File: config.mk
export PLATFORM = sky130hd
export DESIGN_NAME = vga_timing_gen
export DESIGN_NICKNAME = d
export VERILOG_FILES = /design/src/rtl/vga_timing_pkg.sv /design/src/rtl/vga_sync_delay.sv /design/src/rtl/vga_timing_gen.sv
export SDC_FILE = /design/constraint.sdc
export NUM_CORES = 1
export LEC_CHECK = 0
export BUFFER_PORTS_ARGS = -buffer_cell sky130_fd_sc_hd__clkbuf_2
export CORE_MARGIN = 2
export CORE_UTILIZATION = 60
export DETAILED_ROUTE_END_ITERATION = 12
export PLACE_DENSITY = 0.94
export SLEW_MARGIN = 0
export SYNTH_ARGS = -nofsm -noshare
export SYNTH_HDL_FRONTEND = slang
export SYNTH_SLANG_ARGS = --single-unit
File: constraint.sdc
create_clock -name vga_clk -period 6.1 [get_ports vga_clk]
set_input_delay 0.305 -clock vga_clk [delete_from_list [all_inputs] [get_ports vga_clk]]
set_output_delay 0.305 -clock vga_clk [all_outputs]
set_load 0.01 [all_outputs]
File: src/rtl/vga_timing_pkg.sv
// Shared timing defaults, coordinate type and helpers for the VGA raster generator.
package vga_timing_pkg;

    localparam int DEF_H_VISIBLE = 640;
    localparam int DEF_H_FRONT   = 16;
    localparam int DEF_H_SYNC    = 96;
    localparam int DEF_H_BACK    = 48;

    localparam int DEF_V_VISIBLE = 480;
    localparam int DEF_V_FRONT   = 10;
    localparam int DEF_V_SYNC    = 2;
    localparam int DEF_V_BACK    = 33;

    localparam int COORD_W   = 10;
    localparam int MAX_TOTAL = 1 << COORD_W;
    localparam int MAX_SYNC_DELAY = 4;

    typedef logic [COORD_W-1:0] coord_t;

    function automatic int h_total(input int vis, input int front, input int sync, input int back);
        return vis + front + sync + back;
    endfunction

    function automatic int v_total(input int vis, input int front, input int sync, input int back);
        return vis + front + sync + back;
    endfunction

    // Half-open window test [start, start+len) done in int so a window ending at 1024 is safe.
    function automatic logic in_window(input int pos, input int start, input int len);
        return (pos >= start) && (pos < start + len);
    endfunction

endpackage

File: src/rtl/vga_sync_delay.sv
// Clock-enabled shift register that re-aligns a sync signal with downstream pixel registers.
module vga_sync_delay #(
    parameter int   DEPTH = 1,
    parameter logic IDLE  = 1'b1
) (
    input  logic i_clk,
    input  logic i_rst,
    input  logic i_ce,
    input  logic i_d,
    output logic o_q
);

    generate
        if (DEPTH == 0) begin : g_bypass
            logic w_unused;
            assign w_unused = i_clk ^ i_rst ^ i_ce;
            assign o_q      = i_d;
        end else begin : g_shift
            logic [DEPTH-1:0] r_sr;

            always_ff @(posedge i_clk or posedge i_rst) begin
                if (i_rst) begin
                    r_sr <= {DEPTH{IDLE}};
                end else if (i_ce) begin
                    r_sr[0] <= i_d;
                    for (int i = 1; i < DEPTH; i++) begin
                        r_sr[i] <= r_sr[i-1];
                    end
                end
            end

            assign o_q = r_sr[DEPTH-1];
        end
    endgenerate

endmodule

File: src/rtl/vga_timing_gen.sv
// Raster scan generator: DrawX/DrawY, visible flag, line/frame pulses, frame counter and delayed syncs.
module vga_timing_gen
    import vga_timing_pkg::*;
#(
    parameter int   H_VISIBLE   = DEF_H_VISIBLE,
    parameter int   H_FRONT     = DEF_H_FRONT,
    parameter int   H_SYNC      = DEF_H_SYNC,
    parameter int   H_BACK      = DEF_H_BACK,
    parameter int   V_VISIBLE   = DEF_V_VISIBLE,
    parameter int   V_FRONT     = DEF_V_FRONT,
    parameter int   V_SYNC      = DEF_V_SYNC,
    parameter int   V_BACK      = DEF_V_BACK,
    parameter logic SYNC_ACTIVE = 1'b0,
    parameter int   SYNC_DELAY  = 1
) (
    input  logic        vga_clk,
    input  logic        reset,
    input  logic        ce,
    output coord_t      DrawX,
    output coord_t      DrawY,
    output logic        blank,
    output logic        hs,
    output logic        vs,
    output logic        line_start,
    output logic        frame_start,
    output logic [15:0] frame_count
);

    localparam int     H_TOTAL   = h_total(H_VISIBLE, H_FRONT, H_SYNC, H_BACK);
    localparam int     V_TOTAL   = v_total(V_VISIBLE, V_FRONT, V_SYNC, V_BACK);
    localparam coord_t H_LAST    = coord_t'(H_TOTAL - 1);
    localparam coord_t V_LAST    = coord_t'(V_TOTAL - 1);
    localparam int     HS_START  = H_VISIBLE + H_FRONT;
    localparam int     VS_START  = V_VISIBLE + V_FRONT;
    localparam logic   SYNC_IDLE = ~SYNC_ACTIVE;

    generate
        if (H_TOTAL > MAX_TOTAL || V_TOTAL > MAX_TOTAL) begin : g_bad_total
            $error("vga_timing_gen: H_TOTAL/V_TOTAL exceed the 10-bit coordinate range");
        end
        if (SYNC_DELAY < 0 || SYNC_DELAY > MAX_SYNC_DELAY) begin : g_bad_delay
            $error("vga_timing_gen: SYNC_DELAY must be in 0..4");
        end
    endgenerate

    coord_t      r_x;
    coord_t      r_y;
    logic        r_blank;
    logic        r_line_start;
    logic        r_frame_start;
    logic [15:0] r_frame_count;
    logic        r_hs_raw;
    logic        r_vs_raw;

    logic        w_x_wrap;
    logic        w_y_wrap;
    coord_t      w_x_next;
    coord_t      w_y_next;
    logic        w_blank_next;
    logic        w_hs_next;
    logic        w_vs_next;
    logic        w_line_next;
    logic        w_frame_next;
    logic        w_hs_dly;
    logic        w_vs_dly;

    // Everything registered below is decoded from the next position so it lines up with DrawX/DrawY.
    always_comb begin
        w_x_wrap = (r_x == H_LAST);
        w_y_wrap = (r_y == V_LAST);
        w_x_next = w_x_wrap ? '0 : r_x + coord_t'(1);
        w_y_next = r_y;
        if (w_x_wrap) begin
            w_y_next = w_y_wrap ? '0 : r_y + coord_t'(1);
        end
        w_blank_next = (int'(w_x_next) < H_VISIBLE) && (int'(w_y_next) < V_VISIBLE);
        w_hs_next    = in_window(int'(w_x_next), HS_START, H_SYNC) ? SYNC_ACTIVE : SYNC_IDLE;
        w_vs_next    = in_window(int'(w_y_next), VS_START, V_SYNC) ? SYNC_ACTIVE : SYNC_IDLE;
        w_line_next  = (w_x_next == '0);
        w_frame_next = w_line_next && (w_y_next == '0);
    end

    always_ff @(posedge vga_clk or posedge reset) begin
        if (reset) begin
            r_x           <= H_LAST;
            r_y           <= V_LAST;
            r_blank       <= 1'b0;
            r_line_start  <= 1'b0;
            r_frame_start <= 1'b0;
            r_frame_count <= '0;
            r_hs_raw      <= SYNC_IDLE;
            r_vs_raw      <= SYNC_IDLE;
        end else if (ce) begin
            r_x           <= w_x_next;
            r_y           <= w_y_next;
            r_blank       <= w_blank_next;
            r_line_start  <= w_line_next;
            r_frame_start <= w_frame_next;
            r_hs_raw      <= w_hs_next;
            r_vs_raw      <= w_vs_next;
            if (w_frame_next) begin
                r_frame_count <= r_frame_count + 16'd1;
            end
        end else begin
            // Pulses drop on a stalled edge so they never last longer than one cycle.
            r_line_start  <= 1'b0;
            r_frame_start <= 1'b0;
        end
    end

    vga_sync_delay #(
        .DEPTH (SYNC_DELAY),
        .IDLE  (SYNC_IDLE)
    ) u_hs_delay (
        .i_clk (vga_clk),
        .i_rst (reset),
        .i_ce  (ce),
        .i_d   (r_hs_raw),
        .o_q   (w_hs_dly)
    );

    vga_sync_delay #(
        .DEPTH (SYNC_DELAY),
        .IDLE  (SYNC_IDLE)
    ) u_vs_delay (
        .i_clk (vga_clk),
        .i_rst (reset),
        .i_ce  (ce),
        .i_d   (r_vs_raw),
        .o_q   (w_vs_dly)
    );

    assign DrawX       = r_x;
    assign DrawY       = r_y;
    assign blank       = r_blank;
    assign hs          = w_hs_dly;
    assign vs          = w_vs_dly;
    assign line_start  = r_line_start;
    assign frame_start = r_frame_start;
    assign frame_count = r_frame_count;

endmodule

==> metrics.yaml <==
layout.nets: 322
drv_cap: 0
period_share: 0.621
synthCells: 285
synthTopCellsByCount: "32 x nand2_1, 29 x dfrtp_1, 22 x xnor2_1, 20 x nor2_1, 18 x o21ai_0"
setup_viol: 0
cpMostUsedCell: "nand4_1"
vias: 2220
fin_skew_ns: 0.00826
cp-end-kind: "flop"
cts_inserted_buffers: 5
period_minus_slack_ns: 3.79
drt_iter0_markers: 131
placed_cells: 358
postCtsSetupBuffers: 0
holdBufCountCts: 0
die_area_mm2: 0.00488
start_util: 0.637
grt_pass1_wl_mm: 9.55
ys_warn_count: 0
area.growth.synth_to_final_pct: 10.7
avgViaCountPerCell: 6.07
drv_slew: 0
cts_tree: "yes"
cts_max_level: 2
hold_path.class: "in -> async"
antenna_found_initial: 0
rsz0062_at_grt: "no"
synth_ff_type: "dfrtp_1"
pin_count: 44
p_per_area_mw_per_mm2: 251
syn_avg_cell_area_um2: 9.14
clock_sinks: 43
track_usage: 0.241
p_leak_uw: 0.00131
slowest_stage: "nor3_1"
postRouteAntennaNets: 0
grt_max_degree: 44
synth_edf_count: 0
pre_cts_ws_ns: 2.33
fp.coreArea_mm2: 0.00409
syn_nets: 292
yosysTopAreaCell: "dfrtp_1"
drive_above_1_share: 0.266
routed_wl_mm: 5.54
dp_hpwl_mm: 3.92
place.port_buffers: 43
async_flop_share: 1.00
status: "complete, no violations"
synth_area_leaders: "dfrtp_1 28%, dfstp_2 14%, xnor2_1 7.4%"
fmax_mhz: 264
ys_ff_latch: 43
crit_buf_inv: 0
num_antenna_cells: 0
synthDistinctLibCells: 50
fin_cells: 366
yosysSeqAreaShare: 0.420
critPathKind: "reg -> reg"
cts-resized-gates: 0
wire_per_inst_um: 15.1
clockBufferDepth: 2
crit_arrival_ns: 3.99
finalHoldViolCount: 0
yosysMostFrequentCell: "nand2_1"
dr.pass1.iters: 5
rows: 23
largest_reg_flops: 16
finalSetupTns_ns: 0
synth_area_mm2: 0.00260
cp_top_family: "simple AND/OR/NAND/NOR gates"
startpoint_type: "flop"
worst_pin_slew_ns: 1.14
slowest_delay_ns: 0.90
path_clk_slew_ns: 0.09
drc_errors: 0
path_cells: "ha_1 -> nand4_1 -> nor3_4 -> o21ai_0 -> a22oi_1 -> nand4_1 -> nor3_1 -> nand4_1 -> xnor2_1"
grt.overflow.total: 0
place.gp.congestion: 0.943
fin_ws_ns: 2.31
relSlewSlack: 0.232
finalCoreUtilization: 0.706
synth_top_area_share: 0.279
die-height_um: 69.9
vdd_drop_max_v: 0.000216
grt_pass1_vias: 2153
die_x_um: 69.9
clkLatencyLatePin_ns: 0.31
root_buffer: "clkbuf_8"
critical_path_required_ns: 6.30
cp_max_fo: 15
worst paths after layout:
check	from	end	slack, ns	cells after the start
hold reg to reg	frame_count[15]	frame_count[15]	0.47	1
setup / recovery	DrawX[0]	frame_count[13]	2.31	9
hold / removal	reset	frame_count[1]	0.10	3
max in group asynchronous	reset	DrawX[0]	5.62	3
min in group vga_clk	frame_count[15]	frame_count[15]	0.47	1
setup reg to reg	DrawX[0]	frame_count[13]	2.31	9
metrics by stage:
step	total power, uW	hold slack, ns	cell area [um^2]
after floorplan	489	0.465	2610
after global placement	530	0.440	2790
after detailed placement	541	0.465	2790
after CTS	729	0.122	2880
after global routing	767	0.164	2880
final	723	0.100	2880
worst register-to-register path: stages, from the launching register on:
cell and delay, ns:
dfstp_2 0.60, ha_1 0.24, nand4_1 0.31, nor3_4 0.58, o21ai_0 0.17, a22oi_1 0.31, nand4_1 0.18, nor3_1 0.90
nand4_1 0.23, xnor2_1 0.19
layer usage:
metal | track usage | wire length (um) | vias to the layer above
li1 | - | - | 1076
met1 | 0.295 | 2290 | 1048
met2 | 0.403 | 2800 | 78
met3 | 0.0534 | 306 | 18
met4 | 0.113 | 148 | 0
met5 | 0 | 0 | -
report_power, final:
group	switching, uW	internal, uW	leakage (uW)
logic	87.7	70.0	0.000711
clock network	106	81.8	0.0000443
registers	51.5	326	0.000550
total	245	478	0.00131
kinds of logic (layout without fill, tap and decap cells):
family	count (synthesis)	after routing	synth area share
AO/OA/AOI/OAI	56	56	0.141
XOR/XNOR	29	29	0.0975
adder cells (fa/ha/maj)	4	4	0.0192
buffers and inverters	28	59	0.0485
flip-flops	43	43	0.420
multiplexers	7	7	0.0317
AND/OR/NAND/NOR	118	118	0.243
cell type report:
class / instances / area, um^2
Tap cell: 50 / 62.6
Inverter: 7 / 26.3
Fill cell: 313 / 1200
Multi-Input combinational cell: 214 / 1390
Sequential cell: 43 / 1090
Timing Repair Buffer: 44 / 223
Clock buffer: 5 / 68.8
Clock inverter: 3 / 25.0
cells in the final DEF, fill, tap and decap left out, types with 11 or more instances in the layout:
| master | n |
|---|---|
| nor2_1 | 20 |
| clkbuf_2 | 43 |
| o21ai_0 | 18 |
| a21oi_1 | 11 |
| xnor2_1 | 22 |
| nand3_1 | 12 |
| dfstp_2 | 14 |
| nand2_1 | 32 |
| nand4_1 | 11 |
| dfrtp_1 | 29 |
No activity file was read; power rests on OpenSTA's default activity.
